## config.mk

```make
export PLATFORM = sky130hd
export DESIGN_NAME = lcd_fill_rect
export DESIGN_NICKNAME = d
export VERILOG_FILES = /design/src/rtl/lcd_fill_rect.sv
export SDC_FILE = /design/constraint.sdc
export NUM_CORES = 1
export LEC_CHECK = 0
export BUFFER_PORTS_ARGS = -buffer_cell sky130_fd_sc_hd__buf_2
export CAP_MARGIN = 10
export CORE_UTILIZATION = 55
export CTS_BUF_LIST = sky130_fd_sc_hd__clkbuf_16
export DETAILED_ROUTE_END_ITERATION = 12
export MAX_ROUTING_LAYER = met4
export PLACE_DENSITY = 0.75
export SKIP_CTS_REPAIR_TIMING = 1
export SLEW_MARGIN = 15
export SYNTH_ARGS = -nofsm -noshare
export SYNTH_HDL_FRONTEND = slang
export SYNTH_SLANG_ARGS = --single-unit
```

## constraint.sdc

```tcl
create_clock -name sys_clk -period 4.8 [get_ports sys_clk]
set_clock_uncertainty 0.1 [all_clocks]
set_input_delay 1.2 -clock sys_clk [delete_from_list [all_inputs] [get_ports sys_clk]]
set_output_delay 1.2 -clock sys_clk [all_outputs]
set_load 0.05 [all_outputs]
```

## src/rtl/lcd_fill_rect.sv

```systemverilog
// Rectangle-fill byte generator for the ST7735 write path: emits CASET/RASET/RAMWR
// followed by W*H RGB565 pixels over the 9-bit data / en_write / wr_done handshake.
`timescale 1ns/1ps
module lcd_fill_rect #(
    parameter int X_OFFSET = 2,
    parameter int Y_OFFSET = 3
) (
    input  logic        sys_clk,
    input  logic        sys_rst,
    input  logic        fill_start,
    input  logic [8:0]  x_start,
    input  logic [8:0]  y_start,
    input  logic [8:0]  x_end,
    input  logic [8:0]  y_end,
    input  logic [15:0] color,
    input  logic        wr_done,
    output logic [8:0]  fill_data,
    output logic        en_write_fill,
    output logic        fill_busy,
    output logic        fill_done
);

    localparam logic [2:0] S_IDLE  = 3'd0;
    localparam logic [2:0] S_CHECK = 3'd1;
    localparam logic [2:0] S_ISSUE = 3'd2;
    localparam logic [2:0] S_WAIT  = 3'd3;
    localparam logic [2:0] S_ADV   = 3'd4;
    localparam logic [2:0] S_DONE  = 3'd5;

    // Byte index 11 marks the pixel phase; lo_q selects the colour half.
    localparam logic [3:0] PIX_IDX = 4'd11;

    logic [2:0]  state_q, state_d;
    logic [8:0]  xs_q, xs_d, xe_q, xe_d, ys_q, ys_d, ye_q, ye_d;
    logic [15:0] color_q, color_d;
    logic [9:0]  w_q, w_d, h_q, h_d;
    logic [8:0]  col_q, col_d, row_q, row_d;
    logic [3:0]  idx_q, idx_d;
    logic        lo_q, lo_d;
    logic [8:0]  data_q, data_d;
    logic        en_q, en_d, busy_q, busy_d, done_q, done_d;
    logic        last_s;

    logic [15:0] xs16_s, xe16_s, ys16_s, ye16_s;

    assign xs16_s = {7'd0, xs_q} + X_OFFSET[15:0];
    assign xe16_s = {7'd0, xe_q} + X_OFFSET[15:0];
    assign ys16_s = {7'd0, ys_q} + Y_OFFSET[15:0];
    assign ye16_s = {7'd0, ye_q} + Y_OFFSET[15:0];

    function automatic logic [8:0] byte_sel(
        input logic [3:0]  idx,
        input logic        lo,
        input logic [15:0] xs,
        input logic [15:0] xe,
        input logic [15:0] ys,
        input logic [15:0] ye,
        input logic [15:0] col
    );
        logic [8:0] b;
        case (idx)
            4'd0:    b = {1'b0, 8'h2A};
            4'd1:    b = {1'b1, xs[15:8]};
            4'd2:    b = {1'b1, xs[7:0]};
            4'd3:    b = {1'b1, xe[15:8]};
            4'd4:    b = {1'b1, xe[7:0]};
            4'd5:    b = {1'b0, 8'h2B};
            4'd6:    b = {1'b1, ys[15:8]};
            4'd7:    b = {1'b1, ys[7:0]};
            4'd8:    b = {1'b1, ye[15:8]};
            4'd9:    b = {1'b1, ye[7:0]};
            4'd10:   b = {1'b0, 8'h2C};
            4'd11:   b = lo ? {1'b1, col[7:0]} : {1'b1, col[15:8]};
            default: b = 9'd0;
        endcase
        return b;
    endfunction

    // Next-state logic for the FSM, counters and registered outputs.
    always_comb begin
        state_d = state_q;
        xs_d    = xs_q;
        xe_d    = xe_q;
        ys_d    = ys_q;
        ye_d    = ye_q;
        color_d = color_q;
        w_d     = w_q;
        h_d     = h_q;
        col_d   = col_q;
        row_d   = row_q;
        idx_d   = idx_q;
        lo_d    = lo_q;
        data_d  = data_q;
        en_d    = 1'b0;
        busy_d  = busy_q;
        done_d  = 1'b0;
        last_s  = 1'b0;
        case (state_q)
            S_IDLE: begin
                if (fill_start) begin
                    xs_d    = x_start;
                    xe_d    = x_end;
                    ys_d    = y_start;
                    ye_d    = y_end;
                    color_d = color;
                    busy_d  = 1'b1;
                    state_d = S_CHECK;
                end else begin
                    state_d = S_IDLE;
                end
            end
            S_CHECK: begin
                if ((xe_q < xs_q) || (ye_q < ys_q)) begin
                    done_d  = 1'b1;
                    busy_d  = 1'b0;
                    state_d = S_DONE;
                end else begin
                    w_d     = {1'b0, xe_q} - {1'b0, xs_q} + 10'd1;
                    h_d     = {1'b0, ye_q} - {1'b0, ys_q} + 10'd1;
                    col_d   = 9'd0;
                    row_d   = 9'd0;
                    idx_d   = 4'd0;
                    lo_d    = 1'b0;
                    data_d  = byte_sel(4'd0, 1'b0, xs16_s, xe16_s, ys16_s, ye16_s, color_q);
                    en_d    = 1'b1;
                    state_d = S_ISSUE;
                end
            end
            S_ISSUE: begin
                state_d = S_WAIT;
            end
            S_WAIT: begin
                if (wr_done) begin
                    state_d = S_ADV;
                end else begin
                    state_d = S_WAIT;
                end
            end
            S_ADV: begin
                if (idx_q != PIX_IDX) begin
                    idx_d = idx_q + 4'd1;
                    lo_d  = 1'b0;
                end else if (!lo_q) begin
                    lo_d = 1'b1;
                end else begin
                    lo_d = 1'b0;
                    if ({1'b0, col_q} == (w_q - 10'd1)) begin
                        col_d = 9'd0;
                        if ({1'b0, row_q} == (h_q - 10'd1)) begin
                            last_s = 1'b1;
                        end else begin
                            row_d = row_q + 9'd1;
                        end
                    end else begin
                        col_d = col_q + 9'd1;
                    end
                end
                if (last_s) begin
                    done_d  = 1'b1;
                    busy_d  = 1'b0;
                    state_d = S_DONE;
                end else begin
                    data_d  = byte_sel(idx_d, lo_d, xs16_s, xe16_s, ys16_s, ye16_s, color_q);
                    en_d    = 1'b1;
                    state_d = S_ISSUE;
                end
            end
            S_DONE: begin
                state_d = S_IDLE;
            end
            default: begin
                busy_d  = 1'b0;
                state_d = S_IDLE;
            end
        endcase
    end

    // State, counter and output registers with asynchronous abort.
    always_ff @(posedge sys_clk or posedge sys_rst) begin
        if (sys_rst) begin
            state_q <= S_IDLE;
            xs_q    <= 9'd0;
            xe_q    <= 9'd0;
            ys_q    <= 9'd0;
            ye_q    <= 9'd0;
            color_q <= 16'd0;
            w_q     <= 10'd0;
            h_q     <= 10'd0;
            col_q   <= 9'd0;
            row_q   <= 9'd0;
            idx_q   <= 4'd0;
            lo_q    <= 1'b0;
            data_q  <= 9'd0;
            en_q    <= 1'b0;
            busy_q  <= 1'b0;
            done_q  <= 1'b0;
        end else begin
            state_q <= state_d;
            xs_q    <= xs_d;
            xe_q    <= xe_d;
            ys_q    <= ys_d;
            ye_q    <= ye_d;
            color_q <= color_d;
            w_q     <= w_d;
            h_q     <= h_d;
            col_q   <= col_d;
            row_q   <= row_d;
            idx_q   <= idx_d;
            lo_q    <= lo_d;
            data_q  <= data_d;
            en_q    <= en_d;
            busy_q  <= busy_d;
            done_q  <= done_d;
        end
    end

    assign fill_data     = data_q;
    assign en_write_fill = en_q;
    assign fill_busy     = busy_q;
    assign fill_done     = done_q;

endmodule

```

==> metrics.csv <==
metric,value,unit
grt_max_degree,80,
drt_iter0_drc,459,
synth_top_area_share,36.70,%
dieHeight,118.8,um
synthToLayoutAreaGrowth,10.78,%
grt_use_total,28.33,%
start_util,56.42,%
critical_path_class,reg2reg,
multi_input_area,4392,sq um
async_flop_share,100.0,%
yosysUniqueCellTypes,70,
dpl.hpwl,13730,um
rows,42,
pwr-share-clk,13.6,%
clock_latency,0.36,ns
num_antenna_cells,0,
synth_seq_cells,110,
cp.required,4.94,ns
numCtsBuffers,9,
p_int,3124,uW
nNetsFinal,997,
viasPerCell,5.890,
post-route-period-util,75.85,%
finalSetupTns,0,ns
worstSetupStartpointType,flop,
io_buffers,67,
cts_sinks,110,
fin_crit,3.641,ns
rsz0062_at_grt,no,
final.fill_count,1169,
synth_cells,826,
root_buffer,clkbuf_16,
slew_headroom,23.40,%
yosysMostFrequentCell,dfrtp_1,
fin_util,62.50,%
register_area,2753,sq um
power_switching,2764,uW
ys_top_cells_by_area,"dfrtp_1 (37%), ha_1 (8.2%), xnor2_1 (5.4%), o21ai_0 (4.9%), nand2_1 (4.4%)",
clock.fmax,0.2747,GHz
grt_pass1_wl,30620,um
p_leak,0.003721,uW
place_inst,1049,
yosysTopAreaCell,dfrtp_1,
synth.avg_cell_area,9.081,sq um
stdcell_count,1065,
clkTransAtPathRegs,0.08,ns
routedWlPerCell,17.27,um
core_area,13300,sq um
die-area,14110,sq um
worstPathMaxFanout,19,
hold_slack,0.4099,ns
cts_tree,built,
cts_max_level,3,
maxSlewViolCount,0,
seq_power_share,29.8,%
synth_ff_type,dfrtp_1,
drc,0,
syn-cell-area,7501,sq um
synthTopCellsByCount,"dfrtp_1 (110), nand2_1 (88), o21ai_0 (73), inv_1 (67), ha_1 (49)",
startpoint,ys_q[5],
holdCritStartpoint,color_q[9],
grt_pass1_vias,6085,
grt_overflow_total,0,
drv_cap,0,
antenna_found_initial,0,
setup_violations,0,
wirelength,18390,um
syn-num-nets,939,
cts_buffer_depth,2,
total_power,5888,uW
cp.arrival,3.78,ns
vias,6273,
synth_warnings,0,
switching_share,46.94,%
r2r-start,ys_q[5],
worstMarginPinSlew,1.139,ns
dr.pass1.iters,5,
hold_viol,0,
final_antenna_net_count,0,
drive_above_1_share,14.96,%
place.gp.congestion,0.9852,
status,"finished, final reports clean",
synth.yosys.seq_area_share,36.70,%
die_x,118.8,um
end_kind,flop,
synth_edf_count,0,
p_per_area,708.6,nW/um^2
hold_path_class,reg2reg,
max-vdd-ir-drop,0.3176,mV
io_pins,68,
comb_power_share,56.6,%
## logic make-up (layout without fill, tap and decap cells)
group                      after synthesis  in the layout  share of synthesized area, %
DFF                                    110            110                         36.70
adders and majority gates               57             57                         10.31
muxes                                   44             44                         6.472
and+or+nand+nor                        272            272                         18.68
AOI/OAI and AO/OA                      187            187                         15.63
xor gates and xnor gates                63             63                         7.356
buffers and inverters                   93            156                         4.854
## critical path, cell delays in order (launching register included)
cell       delay (ns)
dfrtp_1          0.38
inv_1            0.11
ha_1             0.18
inv_1            0.05
fa_1             0.37
a21boi_0         0.14
o21a_1           0.20
a211o_1          0.33
or4b_2           0.86
a2111oi_0        0.55
xnor2_1          0.18
nor2_1           0.05
## routing by layer
| layer | wire, um | global-route usage [%] | share of wire (%) |
|---|---|---|---|
| met1 | 8641 | 39.51 | 47 |
| met2 | 8272 | 41.59 | 45 |
| met3 | 1071 | 4.971 | 5.8 |
| met4 | 403 | 9.652 | 2.2 |
| met5 | 0 | - | 0 |
## cell type report
type	instances	share of cell area (%)
tap	176	2.650
clock inverter	7	1.024
sequential	110	33.13
clock buffer	9	2.710
timing repair buffer	73	4.578
multi-input combinational	623	52.85
inverter	67	3.057
## state kept, by name, summed over array words and instances, names as in the netlist, 3 cells and up
| name | flops |
|---|---|
| xs_q | 9 |
| row_q | 9 |
| ye_q | 9 |
| idx_q | 4 |
| w_q | 10 |
| color_q | 16 |
| ys_q | 9 |
| fill_data | 9 |
| h_q | 10 |
| col_q | 9 |
| state_q | 3 |
| xe_q | 9 |
## per-stage QoR
| stage | worst slack (ns) | cell area (sq um) |
|---|---|---|
| finish | 1.159 | 8309 |
| global route | 1.009 | 8309 |
| CTS | 1.178 | 8309 |
| detailed placement | 1.198 | 7999 |
| global placement | 1.244 | 7999 |
| floorplan | 0.5977 | 7501 |
## cell usage in the layout (no fill, tap or decap), drive strengths merged, types with 17 or more instances in the layout
cell,count
a21oi,38
nand2,88
o21ai,74
nor2,42
inv,73
mux2,30
xnor2,46
xor2,17
ha,49
buf,73
nand2b,24
dfrtp,110
nand3,37
## power groups by stage
stage               Combinational (uW)  Clock (uW)  Sequential (uW)
finish                            3330         800             1760
global route                      3700         847             1820
CTS                               3320         820             1750
detailed placement                3290           0             1760
global placement                  3230           0             1750
floorplan                         2530           0             1710
## final timing paths
check                      cells past startpoint    endpoint  slack [ns]
setup / recovery                              11    col_q[7]        1.16
hold / removal                                 1  color_q[9]        0.41
setup reg to reg                              11    col_q[7]        1.16
hold reg to reg                                1  color_q[9]        0.41
max in group asynchronous                      3     xs_q[7]        2.82
min in group asynchronous                      2      h_q[1]        0.93
(Power assumes the default switching activity.)
